## config.mk

```make
export PLATFORM = sky130hd
export DESIGN_NAME = async_fifo_rd_stream
export DESIGN_NICKNAME = d
export VERILOG_FILES = /design/src/rtl/async_fifo_rd_stream.sv
export SDC_FILE = /design/constraint.sdc
export NUM_CORES = 1
export LEC_CHECK = 0
export BUFFER_PORTS_ARGS = -buffer_cell sky130_fd_sc_hd__buf_2
export CORE_MARGIN = 4
export CORE_UTILIZATION = 52
export DETAILED_ROUTE_END_ITERATION = 10
export PLACE_DENSITY = 0.8
export SLEW_MARGIN = 30
export SYNTH_ARGS = -nofsm -noshare
export SYNTH_HDL_FRONTEND = slang
export SYNTH_SLANG_ARGS = --single-unit
export TNS_END_PERCENT = 30
```

## constraint.sdc

```tcl
create_clock -name rclk -period 1.96 [get_ports rclk]
set_input_delay 0.098 -clock rclk [delete_from_list [all_inputs] [get_ports rclk]]
set_output_delay 0.098 -clock rclk [all_outputs]
set_load 0.01 [all_outputs]
```

## src/rtl/async_fifo_rd_stream.sv

```systemverilog
// Read-side adapter for the dual-clock FIFO.
// Pops the FIFO into a registered valid/ready stream with a 2-entry skid.
module async_fifo_rd_stream #(
  parameter int DSIZE = 8,
  parameter int CNT_W = 16
) (
  input  logic             rclk,
  input  logic             rrst,
  input  logic             rempty,
  input  logic [DSIZE-1:0] rdata,
  output logic             rinc,
  output logic             m_valid,
  input  logic             m_ready,
  output logic [DSIZE-1:0] m_data,
  input  logic             flush,
  output logic [CNT_W-1:0] beat_cnt
);

  typedef enum logic [2:0] {
    EMPTY = 3'b001,
    ONE   = 3'b010,
    TWO   = 3'b100
  } state_t;

  state_t           state;
  state_t           state_n;
  logic [DSIZE-1:0] skid;
  logic             push;
  logic             pop;
  logic             load_m;
  logic             load_s;
  logic             from_skid;

  // Pop strobe depends only on registers and FIFO-side inputs, never m_ready
  assign push = !rempty && !flush && !rrst && (state != TWO);
  assign rinc = push;
  assign pop  = m_valid && m_ready;

  // Next-state and load selection; flush overrides every transition
  always_comb begin
    state_n   = state;
    load_m    = 1'b0;
    load_s    = 1'b0;
    from_skid = 1'b0;
    if (flush) begin
      state_n = EMPTY;
    end else begin
      unique case (1'b1)
        state[0]: begin
          if (push) begin
            load_m  = 1'b1;
            state_n = ONE;
          end
        end
        state[1]: begin
          if (push && pop) begin
            load_m = 1'b1;
          end else if (push) begin
            load_s  = 1'b1;
            state_n = TWO;
          end else if (pop) begin
            state_n = EMPTY;
          end
        end
        state[2]: begin
          if (pop) begin
            load_m    = 1'b1;
            from_skid = 1'b1;
            state_n   = ONE;
          end
        end
        default: state_n = EMPTY;
      endcase
    end
  end

  // State register with m_valid kept as a decoded flop
  always_ff @(posedge rclk or posedge rrst) begin
    if (rrst) begin
      state   <= EMPTY;
      m_valid <= 1'b0;
    end else begin
      state   <= state_n;
      m_valid <= (state_n != EMPTY);
    end
  end

  // Output and skid data registers
  always_ff @(posedge rclk or posedge rrst) begin
    if (rrst) begin
      m_data <= '0;
      skid   <= '0;
    end else begin
      if (load_m) m_data <= from_skid ? skid : rdata;
      if (load_s) skid <= rdata;
    end
  end

  // Completed handshakes, including one taken during a flush
  always_ff @(posedge rclk or posedge rrst) begin
    if (rrst) begin
      beat_cnt <= '0;
    end else if (pop) begin
      beat_cnt <= beat_cnt + CNT_W'(1);
    end
  end

endmodule

```

=== Yosys cells after proc, flatten, opt, wreduce, memory -nomap -nowiden ===
Index checks and enable logic that the tools add are counted.

* Add/sub/neg operators: 1
* Eq/ne operators: 2
* Muxes and demuxes: 18
* Reduce and logical (&&, ||, !) cells: 8

{| class="wikitable"
|+ Operators with widths
! operator !! count
|-
| 16-bit by 1-bit adder with 16-bit output (second input constant) || 1
|-
| 3-bit two-way mux || 4
|-
| 1-bit two-way mux || 9
|-
| 3-bit one-hot mux with 3 select lines || 1
|-
| 8-bit two-way mux || 1
|-
| 1-bit logical AND || 5
|-
| 2-bit two-way mux || 2
|-
| 1-bit zero test || 3
|-
| 3-bit by 1-bit inequality test with 1-bit output (second input constant) || 1
|-
| 3-bit inequality test (second input constant) || 1
|-
| 1-bit one-hot mux with 3 select lines || 1
|}

* Output and inout port bits: 26
* Register bits: 36
* Logic and storage cells: 34
* Bits of input ports: 13

=== Longest topological paths before layout ===
Gate-level depths: netlist of the first run.

* Depth in word-level cells: 9
* Mapped depth: 10
* Gate-level depth less buffers: 8

=== Least setup slack after synthesis of the first run ===
Ideal clock, no wire load.

* Kind: register -> register
* From: register state[1]
* To: register m_data[0]
* Setup time: 0.073 ns
* Arrival: 1.772 ns
* Setup slack: 0.115 ns
* Clock period less this slack: 1.845 ns
* Required time: 1.887 ns
* Cell stages (with the launch flop): 11
* Cells stage by stage: dfrtp_1 > clkbuf_1 > nor2_1 > a21o_1 > inv_1 > ha_1 > nand2_1 > a311oi_4 > buf_6 > nor2_1 > a21oi_2

* Word-level cells in the longest chain between the ends: 6
* Elaborated cells on any way between the ends: 7

{| class="wikitable"
|+ RTL lines
! element !! RTL line !! RTL
|-
| start, declared || 25 || <nowiki>state_t state;</nowiki>
|-
| start signal, assigned || 83 || <nowiki>state <= state_n;</nowiki>
|-
| 3-bit inequality test (*) || 35 || <nowiki>assign push = !rempty && !flush && !rrst && (state != TWO);</nowiki>
|-
| 1-bit logical AND (*) || 35 ||
|-
| via rinc || 11 || <nowiki>output logic rinc,</nowiki>
|-
| 1-bit logical AND || 56 || <nowiki>if (push && pop) begin</nowiki>
|-
| 1-bit two-way mux || 56 ||
|-
| 1-bit one-hot mux with 3 select lines (*) || 48 || <nowiki>unique case (1'b1)</nowiki>
|-
| 1-bit two-way mux (*) || 45 || <nowiki>if (flush) begin</nowiki>
|-
| end signal, assigned || 94 || <nowiki>if (load_m) m_data <= from_skid ? skid : rdata;</nowiki>
|-
| end, declared || 14 || <nowiki>output logic [DSIZE-1:0] m_data,</nowiki>
|}

Mark *: on every way through the listed nets, which the timed path passes. The rest lies on a longest branch.
A chain may end at the register's enable or synchronous reset.

=== Final worst setup path of the first run ===
* From: register state[0]
* To: register m_data[6]

* Word-level cells in the longest chain between the ends: 6
* Elaborated cells on any way between the ends: 7

{| class="wikitable"
|+ RTL lines
! element !! RTL line
|-
| 3-bit inequality test || 35
|-
| 1-bit logical AND || 35
|-
| 1-bit logical AND || 56
|-
| 1-bit two-way mux || 56
|-
| 1-bit one-hot mux with 3 select lines (*) || 48
|-
| 1-bit two-way mux (*) || 45
|}

Mark *: on every way between the ends. The rest lies on a longest branch, timed or not.

==> flow_summary.json, run 1 <==
{
  "syn_inst": 134,
  "synth_top_area_share_pct": 53.80,
  "cap_violations": 0,
  "syn2layout_area_growth_pct": 20.45,
  "numCtsBuffers": 5,
  "nNetsFinal": 197,
  "wl_per_cell_um": 13.48,
  "synth-edff-count": 0,
  "grt_pass1_vias": 1271,
  "start_util_pct": 53.76,
  "core_um2": 3028,
  "crit_type": "reg -> reg",
  "num_rows": 20,
  "die_height_um": 63.95,
  "hold_viol_final": 0,
  "met3_usage_pct": 6.854,
  "gr-usage-all-layers_pct": 16.94,
  "grt_overflow_total": 0,
  "fmax_mhz": 545.4,
  "p_leak_nw": 1.030,
  "total_power_mw": 1.657,
  "hp-class": "in -> reg",
  "clock_skew_ns": 0.006917,
  "wl_um": 3032,
  "gp_congestion": 0.9636,
  "ys_seq_area_share_pct": 55.42,
  "worstSetupStartpointType": "register",
  "synth.area.mux_share_pct": 11.15,
  "fin_tns_setup_ns": 0,
  "slew_viol_final": 0,
  "async_flop_share_pct": 100.0,
  "ys_warn_count": 0,
  "synth_compound_area_share_pct": 7.456,
  "vdd_ir_drop_max_v": 0.0007149,
  "die_w_um": 63.95,
  "antenna_found_initial": 0,
  "ant_nets": 0,
  "setup_violations": 0,
  "synth_fa_ha_area_share_pct": 3.075,
  "h-tree-depth": 2,
  "cts.path.max_buffers": 2,
  "grtUsageMet1_pct": 19.70,
  "syn_nets": 151,
  "worst_r2r_path_depth": 9,
  "synth-xor-area-share_pct": 8.071,
  "syn-cell-area_um2": 1628,
  "use_met2_pct": 28.52,
  "synth.distinct_cells": 30,
  "holdPathStages": 2,
  "drive_above_1_share_pct": 37.02,
  "num_vias": 1158,
  "synth_top_family_by_area": "simple AND/OR/NAND/NOR gates",
  "grt_most_used_layer": "met2",
  "crit_path_end_kind": "register",
  "yosys-top-cells-count": "dfrtp_1 (35), nor2_1 (13), xnor2_1 (12), mux2_2 (9)",
  "clkTransAtPathRegs_ns": 0.10,
  "slew-limit-headroom_pct": 70.78,
  "required_ns": 2.21,
  "drtIter0Drc": 61,
  "rsz0062_at_grt": "yes",
  "p_per_area_nw_per_um2": 845.3,
  "grt_pass1_wl_um": 5457,
  "dp_hpwl_um": 2261,
  "insertion_delay_ns": 0.33,
  "fin_crit_sh_pct": 93.54,
  "fin_crit_ns": 1.833,
  "yosys.area.top_type": "dfrtp_1",
  "cts.sinks": 36,
  "ys_seq_elements": 36,
  "routed_via_density": 5.147,
  "synth-simple-area-share_pct": 12.99,
  "synthTopCellsByArea": "dfrtp_1 (54%), xnor2_1 (6.5%), mux2_2 (6.2%), mux2i_1 (4.9%), ha_1 (3.1%)",
  "drtPass1Iterations": 4,
  "synthFlopType": "dfrtp_1",
  "io_buffers": 38,
  "drc": 0,
  "pin_count": 39,
  "cts_root_buffer": "clkbuf_4",
  "path_max_fanout": 16,
  "tightest_slew_ns": 0.4383,
  "synth.avg_cell_area_um2": 12.15,
  "arrival_ns": 2.09,
  "synth_most_common_cell": "dfrtp_1",
  "status": "completed",
  "grt_start_max_net_pins": 37,
  "cts_tree": "yes",
  "antennaDiodeCount": 0,
  "dieArea_um2": 4090
}
-- kinds of logic (layout without fill, tap and decap cells) --
| family | count (synthesis) | count (layout) |
|---|---|---|
| AOI/OAI and AO/OA | 16 | 16 |
| adders and majority gates | 4 | 4 |
| buffers and inverters | 6 | 53 |
| xor gates and xnor gates | 15 | 15 |
| and+or+nand+nor | 40 | 40 |
| muxes | 17 | 17 |
| DFF | 36 | 36 |
-- path summary, 6_finish.rpt --
kind,endpoint,slack (ns),start
setup / recovery,m_data[6],0.13,state[0]
min in group asynchronous,skid[2],0.42,rrst
max in group asynchronous,state[0],1.21,rrst
setup reg to reg,m_data[6],0.13,state[0]
hold reg to reg,beat_cnt[15],0.48,beat_cnt[15]
hold / removal,skid[4],0.02,rdata[4]
-- metrics by stage --
stage	setup slack (ns)	area, um^2	utilization, %	cells	hold slack (ns)
after global routing	-0.02344	1961	64.75	225	0.00004299
after floorplan	0.1145	1628	-	134	0.1644
after global placement	0.1257	1882	62.15	215	0.2317
final	0.1265	1961	64.75	225	0.01724
after CTS	0.04142	1953	64.50	224	0.002814
after detailed placement	0.02659	1882	62.15	215	0.2401
-- placed cells by master, fill, tap and decap left out, drive strengths merged, types with 2 or more instances in the layout --
cell,n
ha,4
a21oi,10
nand4,7
clkbuf,6
and4,2
dfrtp,35
xnor2,12
xor2,3
clkinv,2
nor2,13
or2,3
inv,3
mux2,9
buf,41
mux2i,8
nand2,5
nand3,5
-- sequential cells by signal, indices dropped and copies added, names as in the netlist --
register  cells
beat_cnt     16
m_data        8
skid          8
state         3
m_valid       1
-- critical path: stages (launching register included) --
cell and delay (ns):
dfstp_2 0.57, nor2_1 0.05, a21o_1 0.20, inv_2 0.08, ha_1 0.16, nand2_1 0.09, a311oi_4 0.27, buf_12 0.18
nor2_1 0.05, a21oi_1 0.11
-- area by class of cell --
type                    count  area (um^2)
fillers                   264         1067
flip-flops and latches     36        902.1
repair buffers             42        235.2
clock inverters             2        10.01
clock buffers               6        51.30
inverters                   3        11.26
well taps                  44        55.05
multi-input cells          92        695.7
-- layer usage --
metal | routed length (um) | vias to the layer above
li1 | - | 565
met1 | 1329 | 555
met2 | 1507 | 32
met3 | 150 | 6
met4 | 44 | 0
met5 | 0 | -
-- power by group --
group | switching, mW | internal, mW
clock | 0.233 | 0.171
combinational | 0.163 | 0.157
sequential | 0.0900 | 0.845
-- timing repair --
action,in CTS,in global routing
hold buffers,1,0
hold endpoints to repair,35,0
setup endpoints to repair,0,16
buffers inserted,0,1
gates resized for setup,0,1
No activity file was read; power rests on OpenSTA's default activity.
==> inputs of run 2 (changes only) <==
--- a/config.mk
+++ b/config.mk
@@ -10,6 +10,7 @@
 export CORE_UTILIZATION = 52
 export DETAILED_ROUTE_END_ITERATION = 10
 export PLACE_DENSITY = 0.8
+export SETUP_SLACK_MARGIN = 0.5
 export SLEW_MARGIN = 30
 export SYNTH_ARGS = -nofsm -noshare
 export SYNTH_HDL_FRONTEND = slang
==> run 2 against run 1 <==
  * Clock-buffer cell count stayed put
  * Worst setup slack better by 0.011 ns
  * Via count grew 6.7%
  * Power up 1.2%
  * First-iteration DRC count is 31% higher
  * Die area did not move
  * Routed wire length up 14%
==> flow_summary.json, run 2 (synthesis gave the netlist of run 1 again) <==
{
  "h-tree-depth": 2,
  "drtIter0Drc": 80,
  "final_cell_mix": "buf_2 (38), dfrtp_1 (34), xnor2_1 (12)",
  "cts.path.max_buffers": 2,
  "die_w_um": 63.95,
  "wl_per_cell_um": 14.68,
  "largestRegisters": "beat_cnt x16, m_data x8, skid x8",
  "ant_nets": 0,
  "cts.sinks": 36,
  "crit_path_end_kind": "register",
  "slew_viol_final": 0,
  "clock_skew_ns": 0.006451,
  "grt_start_max_net_pins": 29,
  "die_height_um": 63.95,
  "worstSetupStartpointType": "register",
  "grt_overflow_total": 0,
  "setup_violations": 0,
  "regMostFlops": "beat_cnt",
  "drive_above_1_share_pct": 46.60,
  "wl_um": 3450,
  "largest_reg_flops": 16,
  "fin_crit_sh_pct": 92.98,
  "finalWorstSetupSlack_ns": 0.1376,
  "gr-usage-all-layers_pct": 19.65,
  "gp_congestion": 0.7585,
  "dp_slack_ns": 0.1133,
  "nNetsFinal": 208,
  "timing.hold.ws_ns": 0.01245,
  "cts_tree": "yes",
  "fillCellCount": 222,
  "hp-class": "in -> reg",
  "antenna_found_initial": 0,
  "cap_violations": 0,
  "syn2layout_area_growth_pct": 33.05,
  "rsz0062_at_grt": "yes",
  "dp_hpwl_um": 2429,
  "required_ns": 2.23,
  "num_vias": 1236,
  "arrival_ns": 2.09,
  "path_max_fanout": 8,
  "dieArea_um2": 4090,
  "start_util_pct": 53.76,
  "pin_count": 39,
  "routed_via_density": 5.260,
  "final_common_cell": "buf_2",
  "clkTransAtPathRegs_ns": 0.10,
  "cts_root_buffer": "clkbuf_4",
  "vdd_ir_drop_max_v": 0.0005255,
  "drtPass1Iterations": 4,
  "fin_tns_setup_ns": 0,
  "numCtsBuffers": 5,
  "drc": 0,
  "core_um2": 3028,
  "crit_type": "reg -> reg",
  "fin_crit_ns": 1.822,
  "fmax_mhz": 548.7,
  "antennaDiodeCount": 0,
  "grt_pass1_wl_um": 6189,
  "slew-limit-headroom_pct": 74.01,
  "insertion_delay_ns": 0.33,
  "tightest_slew_ns": 0.3883,
  "status": "completed",
  "grt_pass1_vias": 1345,
  "io_buffers": 38,
  "num_rows": 20,
  "hold_viol_final": 0,
  "p_leak_nw": 1.107,
  "p_per_area_nw_per_um2": 774.3
}
[run 2: cell count changes in the layout (fill, tap and decap cells not counted), moves of 3 or more]
cell,change
dlygate4sd3_1,+3
nor2_2,+3
buf_4,+5
a21oi_2,+4
a21oi_1,-5
nor2_1,-6
nor2_4,+3
[run 2: final cells by class]
| class | count | area (um^2) | share of cell area (%) |
|---|---|---|---|
| clock buffer | 6 | 41.29 | 1.906 |
| tap | 44 | 55.05 | 2.542 |
| multi-input combinational | 92 | 788.3 | 36.40 |
| timing repair buffer | 53 | 361.6 | 16.70 |
| clock inverter | 1 | 5.005 | 0.2311 |
| inverter | 3 | 11.26 | 0.5199 |
| sequential | 36 | 903.4 | 41.71 |
[run 2: worst paths after layout]
kind                         startpoint      endpoint  slack, ns  cells past startpoint
max                            state[0]     m_data[0]       0.14                     10
min                            rdata[2]       skid[2]       0.01                      2
max reg2reg                    state[0]     m_data[0]       0.14                     10
min reg2reg                beat_cnt[15]  beat_cnt[15]       0.47                      1
max in group asynchronous          rrst      state[0]       0.98                      4
min in group asynchronous          rrst       skid[1]       0.27                      3
[run 2: what timing repair did]
action	CTS	global route
setup endpoints to repair	22	28
pin swaps	2	4
resized for setup	12	9
setup buffers	7	0
hold buffers	3	1
endpoints found under the hold margin	10	1
cloned	1	0
[run 2: report_power, final]
| part | total [mW] | switching (mW) | leakage, nW | internal [mW] |
|---|---|---|---|---|
| Sequential | 0.948 | 0.103 | 0.466 | 0.845 |
| Combinational | 0.375 | 0.181 | 0.613 | 0.193 |
| Clock | 0.354 | 0.222 | 0.0281 | 0.132 |
[run 2: worst max-delay path: stages, from the launching register on]
cell and delay, ns:
dfstp_2 0.57, nor2_1 0.04, a21o_1 0.16, inv_2 0.10
ha_4 0.15, nand2_4 0.05, a311oi_4 0.25, buf_4 0.16
buf_12 0.13, nor2_2 0.04, a21oi_2 0.10
[run 2: routing by layer]
metal / part of all wire, % / track usage [%] / vias up
li1: - / - / 592
met1: 43 / 24.07 / 602
met2: 50 / 32.26 / 34
met3: 4.9 / 5.624 / 8
met4: 1.9 / 8.356 / 0
met5: 0 / 0 / -
[run 2: through the flow]
stage | cell area, um^2 | power [mW] | util (%) | std cells
4_1_cts | 2126 | 1.668 | 70.21 | 234
2_1_floorplan | 1649 | 1.127 | - | 134
3_5_place_dp | 1909 | 1.277 | 63.06 | 216
5_1_grt | 2166 | 1.782 | 71.53 | 235
3_3_place_gp | 1909 | 1.256 | 63.06 | 216
6_report | 2166 | 1.677 | 71.53 | 235
==> inputs of run 3 (changes only) <==
--- a/config.mk
+++ b/config.mk
@@ -6,10 +6,10 @@
 export NUM_CORES = 1
 export LEC_CHECK = 0
 export BUFFER_PORTS_ARGS = -buffer_cell sky130_fd_sc_hd__buf_2
-export CORE_MARGIN = 4
 export CORE_UTILIZATION = 52
 export DETAILED_ROUTE_END_ITERATION = 10
 export PLACE_DENSITY = 0.8
+export REMOVE_ABC_BUFFERS = 1
 export SETUP_SLACK_MARGIN = 0.5
 export SLEW_MARGIN = 30
 export SYNTH_ARGS = -nofsm -noshare
==> run 3 against run 2 <==
  * The run now ends with DRC left
  * Largest power group unchanged
  * Critical path depth is 4 lower
  * Sequential power is 1% lower
  * Sequential cell count unchanged
  * Via count rose by 0.89%
  * Global-route usage up 3.6 points
  * Combinational power is 5% lower
  * Register-to-register slack got worse by 0.02 ns
  * Design area is 1.9% lower
  * Core utilization is 2.9 points higher
  * Sequential share of layout area grew 0.81 points
==> flow_summary.json, run 3 (synthesis gave the netlist of run 1 again) <==
{
  "drc": 3,
  "dr_wl_met3_um": 155,
  "pin_count": 39,
  "largest_reg_flops": 16,
  "antenna_found_initial": 0,
  "ant_nets": 0,
  "sw_frac_of_total_pct": 29.90,
  "grt_pass1_vias": 1212,
  "die_height_um": 57.95,
  "fin_crit_ns": 1.839,
  "dieArea_um2": 3358,
  "grt_start_max_net_pins": 16,
  "wl_um": 3457,
  "cts.path.max_buffers": 2,
  "cpPeakStageDelay_ns": 0.56,
  "crit_type": "reg -> reg",
  "clkTransAtPathRegs_ns": 0.10,
  "slew_viol_final": 0,
  "routed_via_density": 5.567,
  "syn2layout_area_growth_pct": 30.52,
  "hp-class": "in -> reg",
  "rsz0062_at_grt": "yes",
  "combinationalPowerShare_pct": 21.5,
  "grt_overflow_total": 0,
  "crit_path_end_kind": "register",
  "dp_hpwl_um": 2245,
  "clockPowerShare_pct": 22.3,
  "h-tree-depth": 2,
  "p_switching_uw": 498.3,
  "violations": "DRC",
  "num_vias": 1247,
  "final_util_pct": 74.47,
  "wl_met1_um": 1449,
  "intPower_mw": 1.168,
  "p_per_area_nw_per_um2": 784.4,
  "insertion_delay_ns": 0.34,
  "regArea_um2": 903.4,
  "fin_tns_setup_ns": 0,
  "p_leak_nw": 1.094,
  "cap_violations": 0,
  "seq_power_share_pct": 56.2,
  "num_rows": 19,
  "setup_violations": 0,
  "antennaDiodeCount": 0,
  "nNetsFinal": 209,
  "fmax_mhz": 543.7,
  "core_um2": 2853,
  "crit_slowest_cell": "dfstp_2",
  "arrival_ns": 2.12,
  "largestRegisters": "beat_cnt x16, m_data x8, skid x8",
  "hold_viol_final": 0,
  "path_max_fanout": 8,
  "drtIter0Drc": 40,
  "tightest_slew_ns": 0.4114,
  "final_cell_mix": "buf_2 (38), dfrtp_1 (34), xnor2_1 (12)",
  "slew-limit-headroom_pct": 72.36,
  "wl_per_cell_um": 15.43,
  "multiInputGateArea_um2": 757.0,
  "clock_skew_ns": 0.005285,
  "drtPass1Iterations": 7,
  "start_util_pct": 57.06,
  "grt_pass1_wl_um": 5692,
  "gp_congestion": 0.8611,
  "worstSetupStartpointType": "register",
  "fin_crit_sh_pct": 93.84,
  "final_common_cell": "buf_2",
  "wl_met2_um": 1789,
  "vdd_ir_drop_max_v": 0.0005823,
  "numCtsBuffers": 5,
  "regMostFlops": "beat_cnt",
  "cts_tree": "yes",
  "cts.sinks": 36,
  "fillCellCount": 215,
  "gr-usage-all-layers_pct": 23.24,
  "status": "finished, violations left",
  "drive_above_1_share_pct": 44.04,
  "crit_path_cell_trace": "or4b_4 -> a311oi_4 -> buf_6 -> buf_12 -> nor2_1 -> a21oi_2",
  "required_ns": 2.24,
  "cts_root_buffer": "clkbuf_4",
  "io_buffers": 38,
  "die_w_um": 57.95,
  "topRoutingLayerUsed": "met4"
}
run 3: power by group through the flow:
| stage | clock network, mW | logic [mW] | registers (mW) |
|---|---|---|---|
| after floorplan | 0 | 0.143 | 0.976 |
| final | 0.371 | 0.358 | 0.937 |
| after detailed placement | 0 | 0.315 | 0.948 |
| after global placement | 0 | 0.306 | 0.941 |
| after CTS | 0.378 | 0.348 | 0.936 |
| after global routing | 0.408 | 0.400 | 0.954 |
run 3: area by class of cell:
cell class / instances / share of cell area (%)
Inverter: 3 / 0.5300
Sequential cell: 36 / 42.52
Clock buffer: 8 / 2.297
Tap cell: 31 / 1.826
Multi-Input combinational cell: 92 / 35.63
Timing Repair Buffer: 54 / 17.20
run 3: routing by layer:
layer  up-vias  global-route usage [%]
met5         -                       0
met2        38                   37.60
met4         0                   9.184
li1        585                       -
met1       618                   28.55
met3         6                   8.259
run 3: critical path, delay by kind of cell (launching register included):
kind	cells	cell delay, ns
DFF	1	0.56
AOI/OAI and AO/OA	2	0.37
buffers and inverters	2	0.30
and+or+nand+nor	2	0.54
run 3: worst paths after layout:
check,start,end,slack [ns],cells past startpoint
worst max-delay path,state[0],m_data[1],0.12,6
worst min-delay path,rdata[1],skid[1],0.002,2
worst max register to register,state[0],m_data[1],0.12,6
worst min register to register,beat_cnt[15],beat_cnt[15],0.48,1
max in group asynchronous,rrst,beat_cnt[5],1.17,4
min in group asynchronous,rrst,skid[7],0.28,3
run 3: repair_timing:
action	in CTS	in global routing
buffers inserted	6	0
setup endpoints to repair	23	27
pin swaps	6	1
gates cloned	1	0
hold endpoints to repair	7	5
hold buffers	1	5
resized for setup	21	0
run 3: metrics by stage:
stage               std cells  cell area, um^2  total power, mW  hold WS (ns)  setup slack, ns
floorplan                 131             1609            1.119        0.1644          0.07386
global placement          203             1873            1.246       0.07527           0.1307
detailed placement        203             1873            1.262       0.08728          0.02357
CTS                       219             2074            1.662      0.001870           0.2037
global route              224             2125            1.763      0.005149          0.07255
finish                    224             2125            1.666      0.002470           0.1207
